File: config.mk
export PLATFORM = sky130hd
export DESIGN_NAME = hyperram_reg_responder
export DESIGN_NICKNAME = d
export VERILOG_FILES = /design/src/rtl/hyperram_reg_responder.sv
export SDC_FILE = /design/constraint.sdc
export NUM_CORES = 2
export LEC_CHECK = 0
export CORE_MARGIN = 4
export CORE_UTILIZATION = 45
export CTS_CLUSTER_SIZE = 12
export DETAILED_ROUTE_END_ITERATION = 8
export PLACE_DENSITY_LB_ADDON = 0.08
export SYNTH_ARGS = -nofsm -noshare
export SYNTH_HDL_FRONTEND = slang
export SYNTH_SLANG_ARGS = --single-unit
File: constraint.sdc
create_clock -name clk_i -period 4.35 [get_ports clk_i]
set_input_delay 1.0875 -clock clk_i [delete_from_list [all_inputs] [get_ports clk_i]]
set_output_delay 1.0875 -clock clk_i [all_outputs]
set_load 0.02 [all_outputs]
File: src/rtl/hyperram_reg_responder.sv
// hyperram_reg_responder: Avalon-MM HyperRAM device model with ID/CR registers, CR0-driven initial latency and word memory
module hyperram_reg_responder #(
    parameter int          G_MEM_ADDR_BITS = 8,
    parameter logic [15:0] G_ID0           = 16'h0C81,
    parameter logic [15:0] G_ID1           = 16'h0001,
    parameter logic [15:0] G_CR0_RESET     = 16'h8F1F,
    parameter logic [15:0] G_CR1_RESET     = 16'hFFC1
) (
    input  logic        clk_i,
    input  logic        rst_ni,
    input  logic        s_avm_write_i,
    input  logic        s_avm_read_i,
    input  logic [31:0] s_avm_address_i,
    input  logic [15:0] s_avm_writedata_i,
    input  logic [1:0]  s_avm_byteenable_i,
    input  logic [7:0]  s_avm_burstcount_i,
    output logic [15:0] s_avm_readdata_o,
    output logic        s_avm_readdatavalid_o,
    output logic        s_avm_waitrequest_o,
    output logic [3:0]  cfg_latency_o,
    output logic        cfg_fixed_o,
    output logic [2:0]  cfg_drive_o
);
    typedef enum logic [2:0] {IDLE, LAT, WRITE, RACK, RDATA} state_t;
    state_t state, state_nx;
    logic [15:0] mem [2**G_MEM_ADDR_BITS];
    logic [15:0] cr0, cr1, rd_word;
    logic [G_MEM_ADDR_BITS-1:0] ma;
    logic [7:0] rsel, cnt;
    logic [3:0] lat_l, lat_n, lat_cnt;
    logic sp, dir_wr, req, last, beat_wr, rd_adv, is_id, is_cr, unused;

    always_comb begin
        case (cr0[7:4])
            4'd0:    lat_l = 4'd5;
            4'd1:    lat_l = 4'd6;
            4'd2:    lat_l = 4'd7;
            4'd14:   lat_l = 4'd3;
            4'd15:   lat_l = 4'd4;
            default: lat_l = 4'd6;
        endcase
    end

    assign cfg_latency_o = lat_l;
    assign cfg_fixed_o   = cr0[3];
    assign cfg_drive_o   = cr0[14:12];
    assign lat_n   = s_avm_address_i[31] ? 4'd0 : (cr0[3] ? {lat_l[2:0], 1'b0} : lat_l);
    assign req     = s_avm_write_i | s_avm_read_i;
    assign last    = cnt == 8'd1;
    assign beat_wr = state == WRITE && s_avm_write_i;
    assign rd_adv  = state == RACK || (state == RDATA && !last);
    assign is_id   = sp && rsel == 8'd0;
    assign is_cr   = sp && rsel == 8'd1;
    assign rd_word = is_id ? (ma[0] ? G_ID1 : G_ID0) :
                     is_cr ? (ma[0] ? cr1 : cr0) :
                     sp    ? 16'h0000 : mem[ma];
    assign unused  = ^s_avm_address_i;

    always_comb begin
        state_nx = state;
        case (state)
            IDLE:    if (req) state_nx = lat_n != 4'd0 ? LAT : (s_avm_write_i ? WRITE : RACK);
            LAT:     if (lat_cnt == 4'd0) state_nx = dir_wr ? WRITE : RACK;
            WRITE:   if (s_avm_write_i && last) state_nx = IDLE;
            RACK:    state_nx = RDATA;
            RDATA:   if (last) state_nx = IDLE;
            default: state_nx = IDLE;
        endcase
    end

    always_ff @(posedge clk_i or negedge rst_ni) begin
        if (!rst_ni) begin
            state                 <= IDLE;
            s_avm_waitrequest_o   <= 1'b1;
            s_avm_readdatavalid_o <= 1'b0;
            s_avm_readdata_o      <= 16'h0000;
            cr0                   <= G_CR0_RESET;
            cr1                   <= G_CR1_RESET;
            sp                    <= 1'b0;
            rsel                  <= 8'd0;
            ma                    <= '0;
            cnt                   <= 8'd0;
            dir_wr                <= 1'b0;
            lat_cnt               <= 4'd0;
        end else begin
            state                 <= state_nx;
            s_avm_waitrequest_o   <= !(state_nx == WRITE || state_nx == RACK);
            s_avm_readdatavalid_o <= state_nx == RDATA;
            if (state == IDLE && req) begin
                sp      <= s_avm_address_i[31];
                rsel    <= s_avm_address_i[18:11];
                ma      <= s_avm_address_i[G_MEM_ADDR_BITS-1:0];
                cnt     <= s_avm_burstcount_i == 8'd0 ? 8'd1 : s_avm_burstcount_i;
                dir_wr  <= s_avm_write_i;
                lat_cnt <= lat_n - 4'd1;
            end
            if (state == LAT) lat_cnt <= lat_cnt - 4'd1;
            if (rd_adv) s_avm_readdata_o <= rd_word;
            // register beats keep hitting the same register
            if ((beat_wr || rd_adv) && !sp) ma <= ma + 1'b1;
            if (beat_wr || state == RDATA) cnt <= cnt - 8'd1;
            if (beat_wr && is_cr && !ma[0]) begin
                if (s_avm_byteenable_i[0]) cr0[7:0]  <= s_avm_writedata_i[7:0];
                if (s_avm_byteenable_i[1]) cr0[15:8] <= s_avm_writedata_i[15:8];
            end
            if (beat_wr && is_cr && ma[0]) begin
                if (s_avm_byteenable_i[0]) cr1[7:0]  <= s_avm_writedata_i[7:0];
                if (s_avm_byteenable_i[1]) cr1[15:8] <= s_avm_writedata_i[15:8];
            end
        end
    end

    always_ff @(posedge clk_i) begin
        if (beat_wr && !sp) begin
            if (s_avm_byteenable_i[0]) mem[ma][7:0]  <= s_avm_writedata_i[7:0];
            if (s_avm_byteenable_i[1]) mem[ma][15:8] <= s_avm_writedata_i[15:8];
        end
    end
endmodule

==> results.ini <==
[placement]
finalWeightedCongestion=0.896
port_buffers=71
place_hpwl_um=325000
dp.cells=13100

[clock_network]
clkTransAtPathRegs_ns=0.06
cts_tree=built
cts_buffer_depth=4
htree_num_levels=5
holdBufCountCts=0
cts_made_buffers=437
postCtsResizedCells=0
clk_latency_ns=0.98
clockRootBuffer=clkbuf_16
post_cts_buffers=0
clock-sinks=4179

[power]
leakage_nw=61.8
power_density_nw_per_um2=611
design_power_total_w=0.116
ir_drop_uv=364

[route]
drc_errors=0
ant_nets=0
top_layer=met5
num_vias=84100
routed-wl-met2_um=240000
wirelength_um=500000
wl_per_cell_um=36.2
first_iter_violations=10900
wl_met3_um=37800
viasPerCell=6.08
drt-met1-wl_um=204000
drtPass1Iterations=6

[timing]
final-setup-viol-count=0
worst_pin_slew_ns=1.33
rsz0062_at_grt=false
period_needed_ns=4.29
max_freq_ghz=0.233
setup_tns_ns=0
hold_violations=0
slew_headroom_pct=10.7
fin_skew_ns=0.0457
slew_violations=0
finalCritPeriodShare_pct=98.6

[worst_setup_path]
end_kind=register
path_max_fanout=29
crit_chain=buf_12, buf_12, mux4_2, mux2i_1, o32ai_1, buf_4, a211o_1, a21oi_1, buf_4, nand4_1, a2bb2oi_1
slowest_stage=dfrtp_4
cpPeakStageDelay_ns=0.96
ff2ff_setup_slack_ns=0.06
cp-start-kind=register
r2r-start=ma[1]
crit_required_ns=5.19
path_class=reg2reg
r2r_end=s_avm_readdata_o[1]
crit_arrival_ns=5.13
worstRegToRegCells=11

[global_route]
antenna_found_initial=28
gr-total-overflow=0
grt_pass1_wl_um=695000
grt_pass1_vias=84700
grt_max_degree=118
grt_usage_pct=26.7

[logic_synthesis]
synthCells=7557
synth_area_leader_cell=edfxtp_1
synth_seq_cells=4179
synth_warnings=0
synth.most_common_cell=edfxtp_1
syn_avg_cell_area_um2=21.6
ys_top_cells_by_area=edfxtp_1, mux4_2, mux2i_1, nor2_1, dfrtp_1
syn-num-nets=7626
synth_area_um2=163000
synth_top_area_share_pct=75.5
async_flop_share_pct=1.99
ys.flop_type=edfxtp_1
synth_edf_count=4096
synth-seq-area-share_pct=76.8
netlist_top_cells_count=edfxtp_1, mux4_2, nor2_1, mux2i_1, nand2_1
synth.distinct_cells=82

[die]
design.die.area_um2=372000
rows=220
ios=88
die_h_um=610
coreArea_um2=360000
initial_core_util_pct=45.3
die_width_um=610

[layout]
final_cells=13800
fin_nets=8790
area_delta_synth_final_pct=16.9
drive_gt1_share_pct=32.1

[outcome]
status=complete, no violations

[hold_path]
min_path_type=in2async

[run]
maxCapViolations=0

[registers in the layout, indices dropped and copies added, names as in the netlist]
name and flops:
cnt 8, cr1 16, s_avm_readdata_o 16, rsel 8, lat_cnt 4, sp 1, state 3, s_avm_readdatavalid_o 1
s_avm_waitrequest_o 1, dir_wr 1, cr0 16, mem 4096, ma 8
[through the flow]
step                      setup slack [ns]  area, µm²  hold WS, ns  util, %
after CTS                            0.269     190000        0.231     52.9
after global placement               0.275     177000        0.470     49.2
after global routing                 0.122     190000        0.275     52.9
final                               0.0622     190000        0.248     52.9
after detailed placement             0.273     177000        0.472     49.2
after floorplan                       1.05     163000        0.446        -
[how the worst max path moves through the flow]
stage	to	slack (ns)	from	depth (start not counted)
2_1_floorplan	mem[103][10]	1.05	s_avm_write_i	8
3_5_place_dp	s_avm_readdata_o[1]	0.27	ma[1]	11
3_3_place_gp	s_avm_readdata_o[8]	0.28	ma[0]	8
4_1_cts	s_avm_readdata_o[1]	0.27	ma[1]	11
5_1_grt	s_avm_readdata_o[1]	0.12	ma[1]	11
6_report	s_avm_readdata_o[1]	0.06	ma[1]	11
[power breakdown]
part           internal, W  switching [W]
registers           0.0444       0.000688
logic               0.0143         0.0216
clock network       0.0199         0.0154
[kinds of logic (layout without fill, tap and decap cells)]
family                     after synthesis  count (layout)  share of synthesized area (%)
DFF                                   4179            4179                           76.8
muxes                                 1347            1347                           16.5
and+or+nand+nor                       1034            1034                           2.70
AOI/OAI and AO/OA                      499             499                           2.22
buffers and inverters                  490            1983                           1.73
adders and majority gates                7               7                         0.0538
other                                    1              10                        0.00230
[layout by cell type (no fill, tap or decap), drive strengths merged, types with 35 or more instances in the layout]
cell,instances
nor2,583
a21oi,86
clkinv,153
nand3,87
clkbuf,597
a22oi,131
o21ai,45
a221oi,43
buf,1125
mux2,49
nand2,219
mux4,1066
edfxtp,4096
dfrtp,61
mux2i,232
clkdlybuf4s50,54
a22o,35
[worst max-delay path: cells and delay by family (launching register included)]
kind                   cells  cell delay (ns)
buffers and inverters      4             1.04
flip-flops                 1             0.96
AO/OA/AOI/OAI              4             0.86
multiplexers               2             0.64
AND/OR/NAND/NOR            1             0.53
[routing by layer]
metal  track usage [%]  up-vias
met4              8.58        2
met5                 0        -
met2              42.8     3604
li1                  -    34000
met1              37.8    45800
met3              4.50      747
[final cells by class]
| type | instances | area [µm²] |
|---|---|---|
| Fill cell | 28000 | 169000 |
| Sequential cell | 4179 | 125000 |
| Multi-Input combinational cell | 2888 | 35300 |
| Clock buffer | 581 | 11700 |
| Timing Repair Buffer | 1195 | 10600 |
| Tap cell | 4773 | 5970 |
| Clock inverter | 187 | 1600 |
| Inverter | 20 | 87.6 |
| Antenna cell | 9 | 22.5 |
Power figures use the tool's default switching activity.
